$ cat config.mk
export PLATFORM = sky130hd
export DESIGN_NAME = spi_reg_ctrl_flat
export DESIGN_NICKNAME = d
export VERILOG_FILES = /design/src/rtl/spi_reg_pkg.sv /design/src/rtl/spi_reg_ctrl_if.sv /design/src/rtl/spi_sync_edge.sv /design/src/rtl/spi_reg_ctrl.sv /design/src/flat_wrapper.sv
export SDC_FILE = /design/constraint.sdc
export NUM_CORES = 1
export LEC_CHECK = 0
export ABC_AREA = 1
export CORE_ASPECT_RATIO = 0.5
export CORE_MARGIN = 5
export CORE_UTILIZATION = 27
export CTS_CLUSTER_DIAMETER = 100
export CTS_CLUSTER_SIZE = 14
export DETAILED_ROUTE_END_ITERATION = 10
export SLEW_MARGIN = 20
export SYNTH_ARGS = -nofsm -noshare
export SYNTH_HDL_FRONTEND = slang
export SYNTH_SLANG_ARGS = --single-unit
$ cat constraint.sdc
create_clock -name clk -period 2.4 [get_ports clk]
set_clock_uncertainty 0.1 [all_clocks]
set_input_delay 0.48 -clock clk [delete_from_list [all_inputs] [get_ports clk]]
set_output_delay 0.48 -clock clk [all_outputs]
set_load 0.01 [all_outputs]
$ cat src/rtl/spi_reg_pkg.sv
// Shared types and command-byte field constants for the SPI register controller.
package spi_reg_pkg;

  localparam int unsigned DEF_ADDR_W    = 3;
  localparam int unsigned DEF_DATA_W    = 16;
  localparam int unsigned CMD_W         = 8;
  localparam int unsigned CMD_WRITE_BIT = 7;
  localparam int unsigned CMD_RSVD_MSB  = 6;

  // Bits below the write flag; the address field is carved out of these.
  localparam logic [7:0] CMD_FIELD_MASK = 8'h7F;

  typedef enum logic [1:0] {
    IDLE,
    CMD,
    DATA,
    WAIT_CS
  } state_e;

  // Command bits that must be zero for a given address width.
  function automatic logic [7:0] cmd_rsvd_mask(input int unsigned addr_w);
    return CMD_FIELD_MASK & ~8'((32'd1 << addr_w) - 32'd1);
  endfunction

endpackage

$ cat src/rtl/spi_reg_ctrl_if.sv
// Register-bus side of the SPI controller: write strobe, read request, read data.
interface spi_reg_ctrl_if #(
  parameter int unsigned ADDR_W = spi_reg_pkg::DEF_ADDR_W,
  parameter int unsigned DATA_W = spi_reg_pkg::DEF_DATA_W
);

  logic              reg_wr_en;
  logic [ADDR_W-1:0] reg_addr;
  logic [DATA_W-1:0] reg_wdata;
  logic              reg_rd_en;
  logic [DATA_W-1:0] reg_rdata;

  modport master (
    output reg_wr_en,
    output reg_addr,
    output reg_wdata,
    output reg_rd_en,
    input  reg_rdata
  );

  modport slave (
    input  reg_wr_en,
    input  reg_addr,
    input  reg_wdata,
    input  reg_rd_en,
    output reg_rdata
  );

endinterface

$ cat src/rtl/spi_sync_edge.sv
// Multi-flop synchronizer with registered level and rise/fall pulses.
module spi_sync_edge #(
  parameter int unsigned SYNC_STAGES = 2,
  parameter logic        RST_VAL     = 1'b0
) (
  input  logic clk,
  input  logic rst_n,
  input  logic din,
  output logic lvl,
  output logic rise,
  output logic fall
);

  logic [SYNC_STAGES-1:0] sync_q, sync_d;
  logic                   lvl_q, lvl_d;
  logic                   rise_q, rise_d;
  logic                   fall_q, fall_d;

  always_comb begin
    sync_d = {sync_q[SYNC_STAGES-2:0], din};
    lvl_d  = sync_q[SYNC_STAGES-1];
    rise_d = lvl_d & ~lvl_q;
    fall_d = ~lvl_d & lvl_q;
  end

  always_ff @(posedge clk or negedge rst_n) begin
    if (!rst_n) begin
      sync_q <= {SYNC_STAGES{RST_VAL}};
      lvl_q  <= RST_VAL;
      rise_q <= 1'b0;
      fall_q <= 1'b0;
    end else begin
      sync_q <= sync_d;
      lvl_q  <= lvl_d;
      rise_q <= rise_d;
      fall_q <= fall_d;
    end
  end

  assign lvl  = lvl_q;
  assign rise = rise_q;
  assign fall = fall_q;

endmodule

$ cat src/rtl/spi_reg_ctrl.sv
// Oversampled SPI mode-0 slave that frames command+data transfers into
// single-cycle register write strobes and read requests.
module spi_reg_ctrl
  import spi_reg_pkg::*;
#(
  parameter int unsigned ADDR_W      = DEF_ADDR_W,
  parameter int unsigned DATA_W      = DEF_DATA_W,
  parameter int unsigned SYNC_STAGES = 2
) (
  input  logic                  clk,
  input  logic                  reset_n,
  input  logic                  sck,
  input  logic                  cs_n,
  input  logic                  sdi,
  output logic                  sdo,
  spi_reg_ctrl_if.master        bus,
  output logic                  busy,
  output logic                  frame_err
);

  localparam int unsigned CNT_W  = $clog2(DATA_W + 1);
  localparam int unsigned SETTLE = SYNC_STAGES + 1;
  localparam int unsigned SET_W  = $clog2(SETTLE + 1);
  localparam logic [7:0]  RSVD_MASK = cmd_rsvd_mask(ADDR_W);

  logic sck_rise, sck_fall, sck_lvl_unused;
  logic cs_rise, cs_fall, cs_lvl;

  spi_sync_edge #(.SYNC_STAGES(SYNC_STAGES), .RST_VAL(1'b0)) u_sck_sync (
    .clk  (clk),
    .rst_n(reset_n),
    .din  (sck),
    .lvl  (sck_lvl_unused),
    .rise (sck_rise),
    .fall (sck_fall)
  );

  spi_sync_edge #(.SYNC_STAGES(SYNC_STAGES), .RST_VAL(1'b1)) u_cs_sync (
    .clk  (clk),
    .rst_n(reset_n),
    .din  (cs_n),
    .lvl  (cs_lvl),
    .rise (cs_rise),
    .fall (cs_fall)
  );

  // sdi gets one extra stage so its sample lines up with the registered sck pulse.
  logic [SYNC_STAGES:0] sdi_q, sdi_d;
  logic                 sdi_s;

  state_e            state_q, state_d;
  logic [CNT_W-1:0]  bit_cnt_q, bit_cnt_d;
  logic [DATA_W-2:0] shift_q, shift_d;
  logic              is_wr_q, is_wr_d;
  logic [ADDR_W-1:0] addr_q, addr_d;
  logic [DATA_W-1:0] wdata_q, wdata_d;
  logic              wr_en_q, wr_en_d;
  logic              rd_en_q, rd_en_d;
  logic              err_q, err_d;
  logic              ld_pend_q, ld_pend_d;
  logic [DATA_W-1:0] tx_q, tx_d;
  logic [CNT_W-1:0]  tx_cnt_q, tx_cnt_d;
  logic              tx_act_q, tx_act_d;
  logic              sdo_q, sdo_d;
  logic              armed_q, armed_d;
  logic [SET_W-1:0]  settle_q, settle_d;

  logic [DATA_W-1:0] shift_in;
  logic [7:0]        cmd_byte;
  logic [DATA_W-1:0] tx_cur;
  logic [CNT_W-1:0]  cnt_cur;
  logic              act_cur;
  logic              settle_done;

  assign sdi_s = sdi_q[SYNC_STAGES];

  always_comb begin
    sdi_d       = {sdi_q[SYNC_STAGES-1:0], sdi};
    state_d     = state_q;
    bit_cnt_d   = bit_cnt_q;
    shift_d     = shift_q;
    is_wr_d     = is_wr_q;
    addr_d      = addr_q;
    wdata_d     = wdata_q;
    wr_en_d     = 1'b0;
    rd_en_d     = 1'b0;
    err_d       = 1'b0;
    ld_pend_d   = rd_en_q;
    sdo_d       = sdo_q;
    shift_in    = {shift_q, sdi_s};
    cmd_byte    = shift_in[7:0];

    // Arm only once the cs synchronizer has flushed and seen cs_n high,
    // so a frame already running at reset release is never picked up.
    settle_done = (settle_q == SET_W'(SETTLE));
    settle_d    = settle_done ? settle_q : settle_q + SET_W'(1);
    armed_d     = armed_q | (settle_done & cs_lvl);

    case (state_q)
      IDLE: begin
        if (cs_fall && armed_q) begin
          state_d   = CMD;
          bit_cnt_d = '0;
        end
      end
      CMD: begin
        if (cs_rise) begin
          err_d   = 1'b1;
          state_d = IDLE;
        end else if (sck_rise) begin
          shift_d   = shift_in[DATA_W-2:0];
          bit_cnt_d = bit_cnt_q + CNT_W'(1);
          if (bit_cnt_q == CNT_W'(CMD_W - 1)) begin
            bit_cnt_d = '0;
            if ((cmd_byte & RSVD_MASK) != 8'h00) begin
              err_d   = 1'b1;
              state_d = WAIT_CS;
            end else begin
              addr_d  = cmd_byte[ADDR_W-1:0];
              is_wr_d = cmd_byte[CMD_WRITE_BIT];
              rd_en_d = ~cmd_byte[CMD_WRITE_BIT];
              state_d = DATA;
            end
          end
        end
      end
      DATA: begin
        // A cs_n rise in the same cycle as the last sck rise is an abort.
        if (cs_rise) begin
          err_d   = 1'b1;
          state_d = IDLE;
        end else if (sck_rise) begin
          shift_d   = shift_in[DATA_W-2:0];
          bit_cnt_d = bit_cnt_q + CNT_W'(1);
          if (bit_cnt_q == CNT_W'(DATA_W - 1)) begin
            state_d = WAIT_CS;
            if (is_wr_q) begin
              wdata_d = shift_in;
              wr_en_d = 1'b1;
            end
          end
        end
      end
      WAIT_CS: begin
        if (cs_rise) begin
          state_d = IDLE;
        end
      end
      default: state_d = IDLE;
    endcase

    // Read data arrives one cycle after the request; it may coincide with the first sck fall.
    tx_cur   = ld_pend_q ? bus.reg_rdata : tx_q;
    cnt_cur  = ld_pend_q ? '0 : tx_cnt_q;
    act_cur  = ld_pend_q | tx_act_q;
    tx_d     = tx_cur;
    tx_cnt_d = cnt_cur;
    tx_act_d = act_cur;
    if (sck_fall && act_cur) begin
      if (cnt_cur == CNT_W'(DATA_W)) begin
        sdo_d    = 1'b0;
        tx_act_d = 1'b0;
      end else begin
        sdo_d    = tx_cur[DATA_W-1];
        tx_d     = {tx_cur[DATA_W-2:0], 1'b0};
        tx_cnt_d = cnt_cur + CNT_W'(1);
      end
    end
    if (state_d == IDLE || state_d == CMD) begin
      sdo_d    = 1'b0;
      tx_act_d = 1'b0;
    end
  end

  always_ff @(posedge clk or negedge reset_n) begin
    if (!reset_n) begin
      sdi_q     <= '0;
      state_q   <= IDLE;
      bit_cnt_q <= '0;
      shift_q   <= '0;
      is_wr_q   <= 1'b0;
      addr_q    <= '0;
      wdata_q   <= '0;
      wr_en_q   <= 1'b0;
      rd_en_q   <= 1'b0;
      err_q     <= 1'b0;
      ld_pend_q <= 1'b0;
      tx_q      <= '0;
      tx_cnt_q  <= '0;
      tx_act_q  <= 1'b0;
      sdo_q     <= 1'b0;
      armed_q   <= 1'b0;
      settle_q  <= '0;
    end else begin
      sdi_q     <= sdi_d;
      state_q   <= state_d;
      bit_cnt_q <= bit_cnt_d;
      shift_q   <= shift_d;
      is_wr_q   <= is_wr_d;
      addr_q    <= addr_d;
      wdata_q   <= wdata_d;
      wr_en_q   <= wr_en_d;
      rd_en_q   <= rd_en_d;
      err_q     <= err_d;
      ld_pend_q <= ld_pend_d;
      tx_q      <= tx_d;
      tx_cnt_q  <= tx_cnt_d;
      tx_act_q  <= tx_act_d;
      sdo_q     <= sdo_d;
      armed_q   <= armed_d;
      settle_q  <= settle_d;
    end
  end

  assign sdo           = sdo_q;
  assign bus.reg_wr_en = wr_en_q;
  assign bus.reg_rd_en = rd_en_q;
  assign bus.reg_addr  = addr_q;
  assign bus.reg_wdata = wdata_q;
  assign frame_err     = err_q;
  // Mirrors the synchronized chip select; the cs flops reset high so busy resets low.
  assign busy          = ~cs_lvl;

endmodule

$ cat src/flat_wrapper.sv
// flat-port wrapper written by rule: the top's interface ports become plain ports
module spi_reg_ctrl_flat import spi_reg_pkg::*;
#(
  parameter int unsigned ADDR_W      = DEF_ADDR_W,
  parameter int unsigned DATA_W      = DEF_DATA_W,
  parameter int unsigned SYNC_STAGES = 2
)
  (clk, reset_n, sck, cs_n, sdi, sdo, busy, frame_err, bus_reg_wr_en, bus_reg_addr, bus_reg_wdata, bus_reg_rd_en, bus_reg_rdata);
  spi_reg_ctrl_if #(.ADDR_W(ADDR_W), .DATA_W(DATA_W)) bus_i ();
  input  logic clk;
  input  logic reset_n;
  input  logic sck;
  input  logic cs_n;
  input  logic sdi;
  output logic sdo;
  output logic busy;
  output logic frame_err;
  output wire logic [$bits(bus_i.reg_wr_en)-1:0] bus_reg_wr_en;
  output wire logic [$bits(bus_i.reg_addr)-1:0] bus_reg_addr;
  output wire logic [$bits(bus_i.reg_wdata)-1:0] bus_reg_wdata;
  output wire logic [$bits(bus_i.reg_rd_en)-1:0] bus_reg_rd_en;
  input wire logic [$bits(bus_i.reg_rdata)-1:0] bus_reg_rdata;
  assign bus_reg_wr_en = bus_i.reg_wr_en;
  assign bus_reg_addr = bus_i.reg_addr;
  assign bus_reg_wdata = bus_i.reg_wdata;
  assign bus_reg_rd_en = bus_i.reg_rd_en;
  assign bus_i.reg_rdata = bus_reg_rdata;
  spi_reg_ctrl #(.ADDR_W(ADDR_W), .DATA_W(DATA_W), .SYNC_STAGES(SYNC_STAGES)) u_core (.clk(clk), .reset_n(reset_n), .sck(sck), .cs_n(cs_n), .sdi(sdi), .sdo(sdo), .bus(bus_i), .busy(busy), .frame_err(frame_err));
endmodule
==> impl_metrics.tcl <==
set metrics [dict create \
    hold_violations 0 \
    critPathMaxStageDelay_ps 540 \
    drt_iter0_markers 180 \
    dr.pass1.iters 4 \
    regArea_um2 2130 \
    finalNetCount 510 \
    p_leak_nw 2.27 \
    drv_cap 0 \
    critPathCaptureType "primary output" \
    status "finished clean" \
    critPathRequiredTime_ps 1820 \
    dieArea_um2 16400 \
    path_cells "inv_1 -> clkdlybuf4s50_1" \
    rsz0062_at_grt "false" \
    cts_buffer_depth 2 \
    multiInputGateArea_um2 1320 \
    cts-hold-fix-buffers 0 \
    diodes 0 \
    fin_hold_ws_ps 39.9 \
    cts_setup_buffers 0 \
    synth.avg_cell_area_um2 8.66 \
    synth_area_um2 3720 \
    hp-class "in2async" \
    area_growth_pct 25.2 \
    via_per_inst 4.09 \
    r2r-start "u_core.bit_cnt_q[0]$_DFFE_PN0P_" \
    overflow 0 \
    cts_tree "yes" \
    grt_pass1_vias 2629 \
    use_met3_pct 3.07 \
    post-route-util_pct 34.5 \
    wl_per_cell_um 11.0 \
    dp_hpwl_um 5160 \
    path_max_fanout 3 \
    clkSlewWorstSetupHoldPaths_ps 60 \
    gp_congestion 0.802 \
    peakVddDrop_v 0.000325 \
    clock-root-buffer "clkbuf_16" \
    synth-edff-count 0 \
    yosysWarnings 0 \
    setup_tns_ps 0 \
    cts.htree.levels 3 \
    grt_max_degree 45 \
    final.period_utilization_pct 82.4 \
    layout-drive-gt1-share_pct 7.44 \
    route.detailed.drc 0 \
    cts_made_buffers 9 \
    ant_nets 0 \
    synth_cells 430 \
    die_h_um 93.1 \
    report.final.slew_viol_count 0 \
    io_pins 45 \
    relSlewSlack_pct 62.4 \
    antenna_found_initial 0 \
    timing.fmax_ghz 0.506 \
    grt_util_met1_pct 11.8 \
    crit_start "u_core.u_cs_sync.lvl$_DFF_PN1_" \
    synth_nets 461 \
    routed_wl_um 7280 \
    crit_slowest_cell "dfstp_2" \
    finalSetupViolCount 0 \
    cp.arrival_ps 1400 \
    busiest_layer "met2" \
    grt_usage_pct 9.43 \
    crit_path_start_kind "flip-flop" \
    cts_resized 0 \
    numClockSinks 85 \
    synth_seq_area_share_pct 57.2 \
    grt_pass1_wl_um 12500 \
    ys_seq_elements 85 \
    die_w_um 176 \
    powerDensity_nw_per_um2 758 \
    start_util_pct 27.6 \
    clock_latency_ps 330 \
    core_um2 13500 \
    tightest_slew_ps 564 \
    gr-usage-met2_pct 15.2 \
    place_ws_ps 616 \
    async_reset_ff_share_pct 100 \
    synth_flop_cell "dfrtp_1" \
    fillers 1404 \
    io_buffers 44 \
    rows 30 \
    path_class "reg2out" \
    route.vias.total 2699 \
    ys_types 30 \
    fin_ws_ps 422 \
    period_needed_ps 1980 \
]
[final cells by class]
| type | instances | share of cell area [%] |
|---|---|---|
| clock buffer | 9 | 4.83 |
| clock inverter | 7 | 1.61 |
| inverter | 51 | 4.21 |
| multi-input combinational | 282 | 28.3 |
| sequential | 85 | 45.7 |
| tap | 176 | 4.72 |
| timing repair buffer | 50 | 10.6 |
[state kept, by name, summed over array words and instances, names as in the netlist, 2 cells and up]
signal,flops
u_core.bit_cnt_q,5
u_core.bus.reg_addr,3
u_core.bus.reg_wdata,16
u_core.sdi_q,3
u_core.settle_q,2
u_core.shift_q,15
u_core.state_q,2
u_core.tx_cnt_q,5
u_core.tx_q,16
u_core.u_cs_sync.sync_q,2
u_core.u_sck_sync.sync_q,2
[synthesized netlist by cell type, types with 2 or more instances]
library cell | number | area share [%]
nand3_1 | 13 | 1.7
inv_1 | 48 | 4.8
dfstp_2 | 3 | 2.1
nand3b_1 | 2 | 0.40
nor2_1 | 23 | 2.3
nor2_2 | 2 | 0.34
buf_6 | 4 | 1.2
nand2_1 | 169 | 17
dfrtp_1 | 82 | 55
nor3_1 | 2 | 0.27
o21ai_0 | 46 | 6.2
inv_4 | 2 | 0.34
ha_1 | 10 | 3.4
nand4_1 | 2 | 0.34
clkbuf_1 | 5 | 0.50
buf_2 | 3 | 0.40
[layout by cell type (no fill, tap or decap)]
cell	instances
bufinv_16	1
nor4_1	1
nand3_4	1
inv_4	2
buf_4	6
buf_12	1
nand2_1	169
nand4_1	2
mux2_2	1
dfstp_2	3
clkinv_2	1
nor2_2	2
nor2_1	23
clkdlybuf4s50_1	43
a21o_1	1
inv_6	1
a21oi_1	1
nand2_2	1
o211ai_1	1
inv_2	1
ha_1	10
inv_1	48
a21boi_0	1
xor2_1	1
o21ai_0	46
xnor2_1	1
nand2_4	1
dfrtp_1	82
mux2i_1	1
clkinvlp_4	3
clkinv_4	1
nand2_8	1
clkbuf_16	9
nor3_1	2
nand3_1	13
nand3b_1	2
[where the power goes]
group,switching [mW],internal [mW]
Sequential,0.0712,1.52
Clock,0.570,0.809
Combinational,0.364,0.196
[kinds of logic after synthesis]
| family | after synthesis | synth area share [%] |
|---|---|---|
| buffers and inverters | 63 | 7.39 |
| and+or+nand+nor | 218 | 24.1 |
| AOI/OAI and AO/OA | 50 | 6.92 |
| adders and majority gates | 10 | 3.36 |
| DFF | 85 | 57.2 |
| xor gates and xnor gates | 2 | 0.470 |
| muxes | 2 | 0.571 |
[metrics by stage]
stage / std cells / total power, mW / area (um^2)
3_5_place_dp: 644 / 2.19 / 4360
6_report: 660 / 3.53 / 4660
5_1_grt: 660 / 3.74 / 4660
2_1_floorplan: 430 / 1.99 / 3720
4_1_cts: 660 / 3.59 / 4660
3_3_place_gp: 644 / 2.18 / 4360
[worst paths after layout]
kind / slack, ps / to / cells past startpoint
max: 420 / busy / 2
max reg2reg: 600 / u_core.bus.reg_wdata[15]$_DFFE_PN0P_ / 11
min reg2reg: 240 / u_core.u_sck_sync.sync_q[1]$_DFF_PN0_ / 0
min: 40 / u_core.u_sck_sync.sync_q[1]$_DFF_PN0_ / 1
min in group clk: 240 / u_core.u_sck_sync.sync_q[1]$_DFF_PN0_ / 0
max in group asynchronous: 1580 / u_core.tx_q[11]$_DFF_PN0_ / 2
[layer usage]
metal | routed length [um] | up-vias
met3 | 276 | 10
met2 | 3410 | 31
li1 | - | 1431
met5 | 0 | -
met1 | 3470 | 1227
met4 | 125 | 0
[critical path: cells and delay by family, from the launching register on]
kind | cells | cell delay [ps]
buffers and inverters | 2 | 530
flip-flops | 1 | 540
(Power assumes the default switching activity.)
